<file path="src/rtl/client_acquire_lock_arbiter.sv">
// Two-requester round-robin TileLink acquire arbiter that holds the winner for a
// full PutBlock burst, and routes grants back by client_xact_id bit 1.
module client_acquire_lock_arbiter #(
   parameter int unsigned BEATS         = 8,
   parameter logic [2:0]  PUTBLOCK_TYPE = 3'h3
) (
   input  logic        clk,
   input  logic        reset,
   output logic        io_in_0_acquire_ready,
   input  logic        io_in_0_acquire_valid,
   input  logic [25:0] io_in_0_acquire_bits_addr_block,
   input  logic        io_in_0_acquire_bits_client_xact_id,
   input  logic [2:0]  io_in_0_acquire_bits_addr_beat,
   input  logic        io_in_0_acquire_bits_is_builtin_type,
   input  logic [2:0]  io_in_0_acquire_bits_a_type,
   input  logic [11:0] io_in_0_acquire_bits_union,
   input  logic [63:0] io_in_0_acquire_bits_data,
   output logic        io_in_1_acquire_ready,
   input  logic        io_in_1_acquire_valid,
   input  logic [25:0] io_in_1_acquire_bits_addr_block,
   input  logic        io_in_1_acquire_bits_client_xact_id,
   input  logic [2:0]  io_in_1_acquire_bits_addr_beat,
   input  logic        io_in_1_acquire_bits_is_builtin_type,
   input  logic [2:0]  io_in_1_acquire_bits_a_type,
   input  logic [11:0] io_in_1_acquire_bits_union,
   input  logic [63:0] io_in_1_acquire_bits_data,
   input  logic        io_out_acquire_ready,
   output logic        io_out_acquire_valid,
   output logic [25:0] io_out_acquire_bits_addr_block,
   output logic [1:0]  io_out_acquire_bits_client_xact_id,
   output logic [2:0]  io_out_acquire_bits_addr_beat,
   output logic        io_out_acquire_bits_is_builtin_type,
   output logic [2:0]  io_out_acquire_bits_a_type,
   output logic [11:0] io_out_acquire_bits_union,
   output logic [63:0] io_out_acquire_bits_data,
   output logic        io_out_grant_ready,
   input  logic        io_out_grant_valid,
   input  logic [1:0]  io_out_grant_bits_client_xact_id,
   input  logic [2:0]  io_out_grant_bits_addr_beat,
   input  logic [1:0]  io_out_grant_bits_manager_xact_id,
   input  logic        io_out_grant_bits_is_builtin_type,
   input  logic [3:0]  io_out_grant_bits_g_type,
   input  logic [63:0] io_out_grant_bits_data,
   input  logic        io_out_grant_bits_manager_id,
   input  logic        io_in_0_grant_ready,
   output logic        io_in_0_grant_valid,
   output logic        io_in_0_grant_bits_client_xact_id,
   output logic [2:0]  io_in_0_grant_bits_addr_beat,
   output logic [1:0]  io_in_0_grant_bits_manager_xact_id,
   output logic        io_in_0_grant_bits_is_builtin_type,
   output logic [3:0]  io_in_0_grant_bits_g_type,
   output logic [63:0] io_in_0_grant_bits_data,
   output logic        io_in_0_grant_bits_manager_id,
   input  logic        io_in_1_grant_ready,
   output logic        io_in_1_grant_valid,
   output logic        io_in_1_grant_bits_client_xact_id,
   output logic [2:0]  io_in_1_grant_bits_addr_beat,
   output logic [1:0]  io_in_1_grant_bits_manager_xact_id,
   output logic        io_in_1_grant_bits_is_builtin_type,
   output logic [3:0]  io_in_1_grant_bits_g_type,
   output logic [63:0] io_in_1_grant_bits_data,
   output logic        io_in_1_grant_bits_manager_id
);

   typedef struct packed {
      logic [25:0] addr_block;
      logic        xact_id;
      logic [2:0]  addr_beat;
      logic        is_builtin_type;
      logic [2:0]  a_type;
      logic [11:0] un;
      logic [63:0] data;
   } acq_t;

   typedef enum logic {S_OPEN = 1'b0, S_LOCKED = 1'b1} state_t;

   localparam logic [2:0] LAST_BEAT = 3'(BEATS - 1);

   state_t      r_state, w_state_nxt;
   logic        r_lock_idx, w_lock_idx_nxt;
   logic [2:0]  r_beat_cnt, w_beat_cnt_nxt;
   logic        r_last_idx, w_last_idx_nxt;

   logic [1:0]  w_in_valid;
   acq_t [1:0]  w_in_acq;
   acq_t        w_sel_acq;
   logic        w_winner;
   logic        w_sel_valid;
   logic        w_multibeat;
   logic        w_fire;
   logic        w_gsel;

   assign w_in_valid  = {io_in_1_acquire_valid, io_in_0_acquire_valid};
   assign w_in_acq[0] = {io_in_0_acquire_bits_addr_block, io_in_0_acquire_bits_client_xact_id,
                         io_in_0_acquire_bits_addr_beat, io_in_0_acquire_bits_is_builtin_type,
                         io_in_0_acquire_bits_a_type, io_in_0_acquire_bits_union,
                         io_in_0_acquire_bits_data};
   assign w_in_acq[1] = {io_in_1_acquire_bits_addr_block, io_in_1_acquire_bits_client_xact_id,
                         io_in_1_acquire_bits_addr_beat, io_in_1_acquire_bits_is_builtin_type,
                         io_in_1_acquire_bits_a_type, io_in_1_acquire_bits_union,
                         io_in_1_acquire_bits_data};

   // With nobody valid this falls to port 0, which is also the idle mux choice.
   assign w_winner    = (r_state == S_LOCKED) ? r_lock_idx :
                        (&w_in_valid)         ? ~r_last_idx : w_in_valid[1];
   assign w_sel_acq   = w_in_acq[w_winner];
   assign w_sel_valid = w_in_valid[w_winner] & ~reset;
   assign w_multibeat = w_sel_acq.is_builtin_type & (w_sel_acq.a_type == PUTBLOCK_TYPE);
   assign w_fire      = w_sel_valid & io_out_acquire_ready;

   always_ff @(posedge clk) begin
      if (reset) begin
         r_state    <= S_OPEN;
         r_lock_idx <= 1'b0;
         r_beat_cnt <= 3'd0;
         r_last_idx <= 1'b1;
      end else begin
         r_state    <= w_state_nxt;
         r_lock_idx <= w_lock_idx_nxt;
         r_beat_cnt <= w_beat_cnt_nxt;
         r_last_idx <= w_last_idx_nxt;
      end
   end

   always_comb begin
      w_state_nxt    = r_state;
      w_lock_idx_nxt = r_lock_idx;
      w_beat_cnt_nxt = r_beat_cnt;
      w_last_idx_nxt = r_last_idx;
      if (w_fire) begin
         case (r_state)
            S_OPEN: begin
               w_last_idx_nxt = w_winner;
               if (w_multibeat) begin
                  w_state_nxt    = S_LOCKED;
                  w_lock_idx_nxt = w_winner;
                  w_beat_cnt_nxt = 3'd1;
               end
            end
            S_LOCKED: begin
               w_beat_cnt_nxt = r_beat_cnt + 3'd1;
               if (r_beat_cnt == LAST_BEAT) w_state_nxt = S_OPEN;
            end
            default: w_state_nxt = S_OPEN;
         endcase
      end
   end

   assign io_in_0_acquire_ready = ~reset & io_out_acquire_ready & ~w_winner;
   assign io_in_1_acquire_ready = ~reset & io_out_acquire_ready &  w_winner;

   assign io_out_acquire_valid                = w_sel_valid;
   assign io_out_acquire_bits_addr_block      = w_sel_acq.addr_block;
   assign io_out_acquire_bits_client_xact_id  = {w_winner, w_sel_acq.xact_id};
   assign io_out_acquire_bits_addr_beat       = w_sel_acq.addr_beat;
   assign io_out_acquire_bits_is_builtin_type = w_sel_acq.is_builtin_type;
   assign io_out_acquire_bits_a_type          = w_sel_acq.a_type;
   assign io_out_acquire_bits_union           = w_sel_acq.un;
   assign io_out_acquire_bits_data            = w_sel_acq.data;

   // Grant return path: bit 1 of the echoed xact id is the requester index.
   assign w_gsel              = io_out_grant_bits_client_xact_id[1];
   assign io_in_0_grant_valid = ~reset & io_out_grant_valid & ~w_gsel;
   assign io_in_1_grant_valid = ~reset & io_out_grant_valid &  w_gsel;
   assign io_out_grant_ready  = ~reset & (w_gsel ? io_in_1_grant_ready : io_in_0_grant_ready);

   assign io_in_0_grant_bits_client_xact_id  = io_out_grant_bits_client_xact_id[0];
   assign io_in_0_grant_bits_addr_beat       = io_out_grant_bits_addr_beat;
   assign io_in_0_grant_bits_manager_xact_id = io_out_grant_bits_manager_xact_id;
   assign io_in_0_grant_bits_is_builtin_type = io_out_grant_bits_is_builtin_type;
   assign io_in_0_grant_bits_g_type          = io_out_grant_bits_g_type;
   assign io_in_0_grant_bits_data            = io_out_grant_bits_data;
   assign io_in_0_grant_bits_manager_id      = io_out_grant_bits_manager_id;
   assign io_in_1_grant_bits_client_xact_id  = io_out_grant_bits_client_xact_id[0];
   assign io_in_1_grant_bits_addr_beat       = io_out_grant_bits_addr_beat;
   assign io_in_1_grant_bits_manager_xact_id = io_out_grant_bits_manager_xact_id;
   assign io_in_1_grant_bits_is_builtin_type = io_out_grant_bits_is_builtin_type;
   assign io_in_1_grant_bits_g_type          = io_out_grant_bits_g_type;
   assign io_in_1_grant_bits_data            = io_out_grant_bits_data;
   assign io_in_1_grant_bits_manager_id      = io_out_grant_bits_manager_id;

endmodule
</file>
<file path="config.mk">
export PLATFORM = sky130hd
export DESIGN_NAME = client_acquire_lock_arbiter
export DESIGN_NICKNAME = d
export VERILOG_FILES = /design/src/rtl/client_acquire_lock_arbiter.sv
export SDC_FILE = /design/constraint.sdc
export NUM_CORES = 1
export LEC_CHECK = 0
export CAP_MARGIN = 20
export CORE_AREA = 10 10 216 218
export DETAILED_ROUTE_END_ITERATION = 10
export DIE_AREA = 0 0 226 228
export REMOVE_ABC_BUFFERS = 1
export SLEW_MARGIN = 25
export SYNTH_ARGS = -nofsm -noshare
export SYNTH_HDL_FRONTEND = slang
export SYNTH_SLANG_ARGS = --single-unit
</file>
<file path="constraint.sdc">
create_clock -name clk -period 1.95 [get_ports clk]
set_input_delay 0.39 -clock clk [delete_from_list [all_inputs] [get_ports clk]]
set_output_delay 0.39 -clock clk [all_outputs]
set_load 0.02 [all_outputs]
</file>
* Word level (Yosys, flattened, before mapping)
Cells that the tools add are included.
** Storage, ports and cells
- Register bits after elaboration :: 6
- Input port bits :: 305
- Output and inout port bits :: 269
- Logic and storage cells :: 40
** Operators by class
- Add/subtract/negate cells :: 1
- Magnitude comparators :: 1
- Equality and inequality tests :: 3
- Mux-type cells :: 12
- Bitwise logic cells :: 15
- Reduce and logical (&&, ||, !) cells :: 4
** Operators by type and width (number)
- two-way mux 110 bit :: 2
- bitwise AND 1 bit :: 10
- two-way mux 1 bit :: 7
- one-hot mux 3 bit (2 select lines) :: 1
- AND reduction 2 bit :: 3
- NOT 1 bit :: 5
- adder 3 x 1 -> 3 bit, second input constant :: 1
- equality test 3 x 2 -> 1 bit, second input constant :: 1
- equality test 3 bit, second input constant :: 1
- two-way mux 3 bit :: 1
- AND reduction 3 bit :: 1
- less-than comparator 1 x 2 -> 1 bit, second input constant :: 1
- != test 2 bit, second input constant :: 1
- one-hot mux 1 bit (2 select lines) :: 1

* Logic depth before layout (Yosys ltp)
- Depth in word-level cells :: 9
- Gate-level depth with buffers :: 6
- Gate-level depth less buffers :: 5

* Worst setup path after synthesis
No wires, ideal clock.
- Path kind :: register to output
- Start :: register r_state
- End :: output port io_out_acquire_bits_a_type[2]
- Data arrival time :: 1.487 ns
- Data required time :: 1.560 ns
- Setup slack :: 0.073 ns
- Stages on the path, launching flop included :: 6
- Buffers on the path :: 2
- Cells stage by stage :: dfxtp_1 > and2_1 > a31oi_4 > buf_6 > buf_4 > mux2_1
** On the way
- Longest elaborated chain between the ends :: 3
** Ends and longest elaborated chain
- start, declared :: line 79 : state_t r_state, w_state_nxt;
- start signal, assigned :: line 118 : r_state <= w_state_nxt;
- two-way mux 1 bit :: line 104 : assign w_winner = (r_state == S_LOCKED) ? r_lock_idx :
- two-way mux 110 bit (implied by the code) (2 in a row) :: line 106 : assign w_sel_acq = w_in_acq[w_winner];
- end, declared :: line 33 : output logic [2:0] io_out_acquire_bits_a_type,
Every way passes these cells. The select of a mux whose other input is x is not followed.

* Final worst setup path
- Start :: register r_lock_idx
- End :: output port io_out_acquire_bits_addr_block[10]
** On the way
- Longest elaborated chain between the ends :: 3
** Ends and longest elaborated chain
- start, declared :: line 80 : logic r_lock_idx, w_lock_idx_nxt;
- start signal, assigned :: line 119 : r_lock_idx <= w_lock_idx_nxt;
- two-way mux 1 bit :: line 104
- two-way mux 110 bit (implied by the code) (2 in a row) :: line 106
- end, declared :: line 29 : output logic [25:0] io_out_acquire_bits_addr_block,
Every way passes these cells. The select of a mux whose other input is x is not followed.

==> flow_metrics.tcl <==
set metrics [dict create \
    coreArea_mm2 0.0425 \
    hold_depth 1 \
    grtUsageMet1_pct 10.5 \
    crit_fanout 6 \
    fin_nets 878 \
    yosysMostFrequentCell "buf_4" \
    synth-edff-count 0 \
    slew_headroom_pct 76.5 \
    place_ws_ps -964 \
    status "finished with violations" \
    netlist_instances 323 \
    ioPinCount 574 \
    grt_max_degree 13 \
    die_area_mm2 0.0515 \
    synthArstFlopShare_pct 0 \
    hpwl_um 38600 \
    violations "setup timing" \
    p_leak_nw 3.19 \
    synth_top_area_cell "buf_4" \
    cts-root-buf "clkbuf_16" \
    grt.total_usage_pct 15.7 \
    whs_endpoint "r_beat_cnt[0]$_SDFFE_PP0P_" \
    synth_seq_cells 6 \
    wirelength_um 43400 \
    ant_nets 0 \
    grtUsageMet3_pct 21.1 \
    synthTopCellsByArea "buf_4, mux2_1, mux2_2" \
    clkSlewWorstSetupHoldPaths_ps 30 \
    grt_pass1_vias 4084 \
    arrival_ps 1890 \
    fp.dieW_um 226 \
    ys_seq_area_share_pct 4.15 \
    end_kind "primary output" \
    cts_tree "yes" \
    yosysWarnings 0 \
    place.gp.congestion 0.892 \
    cts_buffer_depth 2 \
    synth.avg_cell_area_um2 8.95 \
    cts_buffers 3 \
    synth_cell_types 29 \
    final-hold-violation-count 0 \
    clock_latency_ps 230 \
    ys.flop_type "dfxtp_1" \
    drv_cap 0 \
    powerDensity_mw_per_mm2 354 \
    critical_path_class "flip-flop to primary output" \
    critPathLaunchType "flip-flop" \
    hp-start "r_beat_cnt[0]$_SDFFE_PP0P_" \
    vdd_drop_max_v 0.000157 \
    placed_cells_incl_taps 1071 \
    worstMarginPinSlew_ps 352 \
    min_period_ps 2280 \
    reg2reg_to "r_beat_cnt[2]$_SDFFE_PP0P_" \
    layout-drive-gt1-share_pct 51.7 \
    fp-row-count 76 \
    diodes 0 \
    netlist.area_leader.share_pct 41.5 \
    drc 0 \
    cts_sinks 6 \
    fin_ws_ps -332 \
    die_h_um 228 \
    cp.required_ps 1560 \
    r2r_start "r_lock_idx$_SDFFE_PP0P_" \
    holdBufCountCts 0 \
    hold_class "flip-flop to flip-flop" \
    grt_setup_unrepaired "true" \
    routedWlPerCell_um 38.9 \
    first_pass_iters 4 \
    start_util_pct 6.80 \
    avgViaCountPerCell 3.24 \
    grt_pass1_wl_um 51500 \
    port_buffers 345 \
    ff2ff_path_depth 9 \
    htreeDepth 1 \
    met2_usage_pct 23.6 \
    syn-cell-area_mm2 0.00289 \
    drt_iter0_drc 105 \
    drv_slew 0 \
    fmax_mhz 438 \
    power_mw 2.56 \
    antenna_found_initial 0 \
    setup_violations 113 \
    grt-busiest-layer "met2" \
    r2r_slack_ps 20 \
    vias 3610 \
    fin_cells 1115 \
    grt_overflow_total 0 \
    syn_to_final_growth_pct 150 \
    ys_top_cells_by_count "buf_4, mux2_1, mux2_2" \
    fin_crit_sh_pct 117 \
    finalClockSkew_ps 0.621 \
]
## power by group
group	switching (mW)	internal [mW]	total [mW]
clock network	0.0746	0.264	0.338
logic	0.826	1.27	2.10
registers	0.00171	0.126	0.128
## critical path: stages, from the launching register on
cell and delay [ps]:
dfxtp_2 310, and2_4 150, a31oi_4 160, buf_12 150
buf_12 120, buf_12 140, buf_12 130, mux2_4 330
buf_6 140
## how the worst max path moves through the flow
stage	start	endpoint	slack [ps]	cells after the start
detailed placement	io_in_0_acquire_valid	io_out_acquire_bits_data[48]	-960	7
global placement	io_in_0_acquire_valid	io_out_acquire_bits_addr_block[16]	-960	7
floorplan	r_state$_SDFFE_PP0P_	io_in_0_acquire_ready	-1690	4
CTS	r_lock_idx$_SDFFE_PP0P_	io_out_acquire_bits_addr_block[10]	-360	8
finish	r_lock_idx$_SDFFE_PP0P_	io_out_acquire_bits_addr_block[10]	-330	8
global route	r_lock_idx$_SDFFE_PP0P_	io_out_acquire_bits_addr_block[10]	-380	8
## through the flow
stage	cell area, µm²	setup TNS, ps	utilization (%)	hold slack, ps
2_1_floorplan	1660	-177400	-	459
3_3_place_gp	5880	-101140	13.8	477
3_5_place_dp	5880	-100680	13.8	507
4_1_cts	6990	-30020	16.4	512
5_1_grt	7230	-32930	17.0	528
6_report	7230	-27700	17.0	506
## layer usage
| layer | part of all wire (%) | vias up |
|---|---|---|
| li1 | - | 1445 |
| met5 | 1.3 | - |
| met1 | 24 | 1553 |
| met2 | 42 | 569 |
| met4 | 3.8 | 11 |
| met3 | 29 | 32 |
## layout make-up
cell class | count | area [µm²]
Clock buffer | 3 | 75.1
Fill cell | 4720 | 35300
Inverter | 2 | 7.51
Multi-Input combinational cell | 149 | 1930
Sequential cell | 6 | 123
Tap cell | 546 | 683
Timing Repair Buffer | 409 | 4420
## what timing repair did
action | 4_1_cts | 5_1_grt
gates resized for setup | 564 | 65
endpoints found under the setup margin | 122 | 117
pin swaps | 3 | 0
setup buffers | 25 | 9
gates cloned | 9 | 3
## state kept, by name (all words and copies together) (netlist names)
signal	flops
r_lock_idx	1
r_beat_cnt	3
r_state	1
r_last_idx	1
## cells by family after synthesis
family	share of synthesized area (%)
buffers and inverters	43.0
AOI/OAI and AO/OA	3.16
adders and majority gates	0.865
and+or+nand+nor	4.59
DFF	4.15
muxes	44.2
## cell usage in the layout (no fill, tap or decap), types with 3 or more instances in the layout
cell | netlist | routed
buf_16 | 0 | 8
clkbuf_16 | 0 | 6
buf_4 | 160 | 29
dlygate4sd2_1 | 0 | 3
clkdlybuf4s50_1 | 0 | 226
mux2_1 | 67 | 7
buf_2 | 4 | 7
nand2b_1 | 3 | 3
nor2_1 | 5 | 3
clkdlybuf4s15_1 | 0 | 3
buf_8 | 0 | 4
nor2b_1 | 4 | 4
mux2_4 | 0 | 101
dfxtp_1 | 6 | 4
mux2i_1 | 4 | 3
buf_6 | 1 | 118
buf_12 | 0 | 8
(Power assumes the default switching activity.)
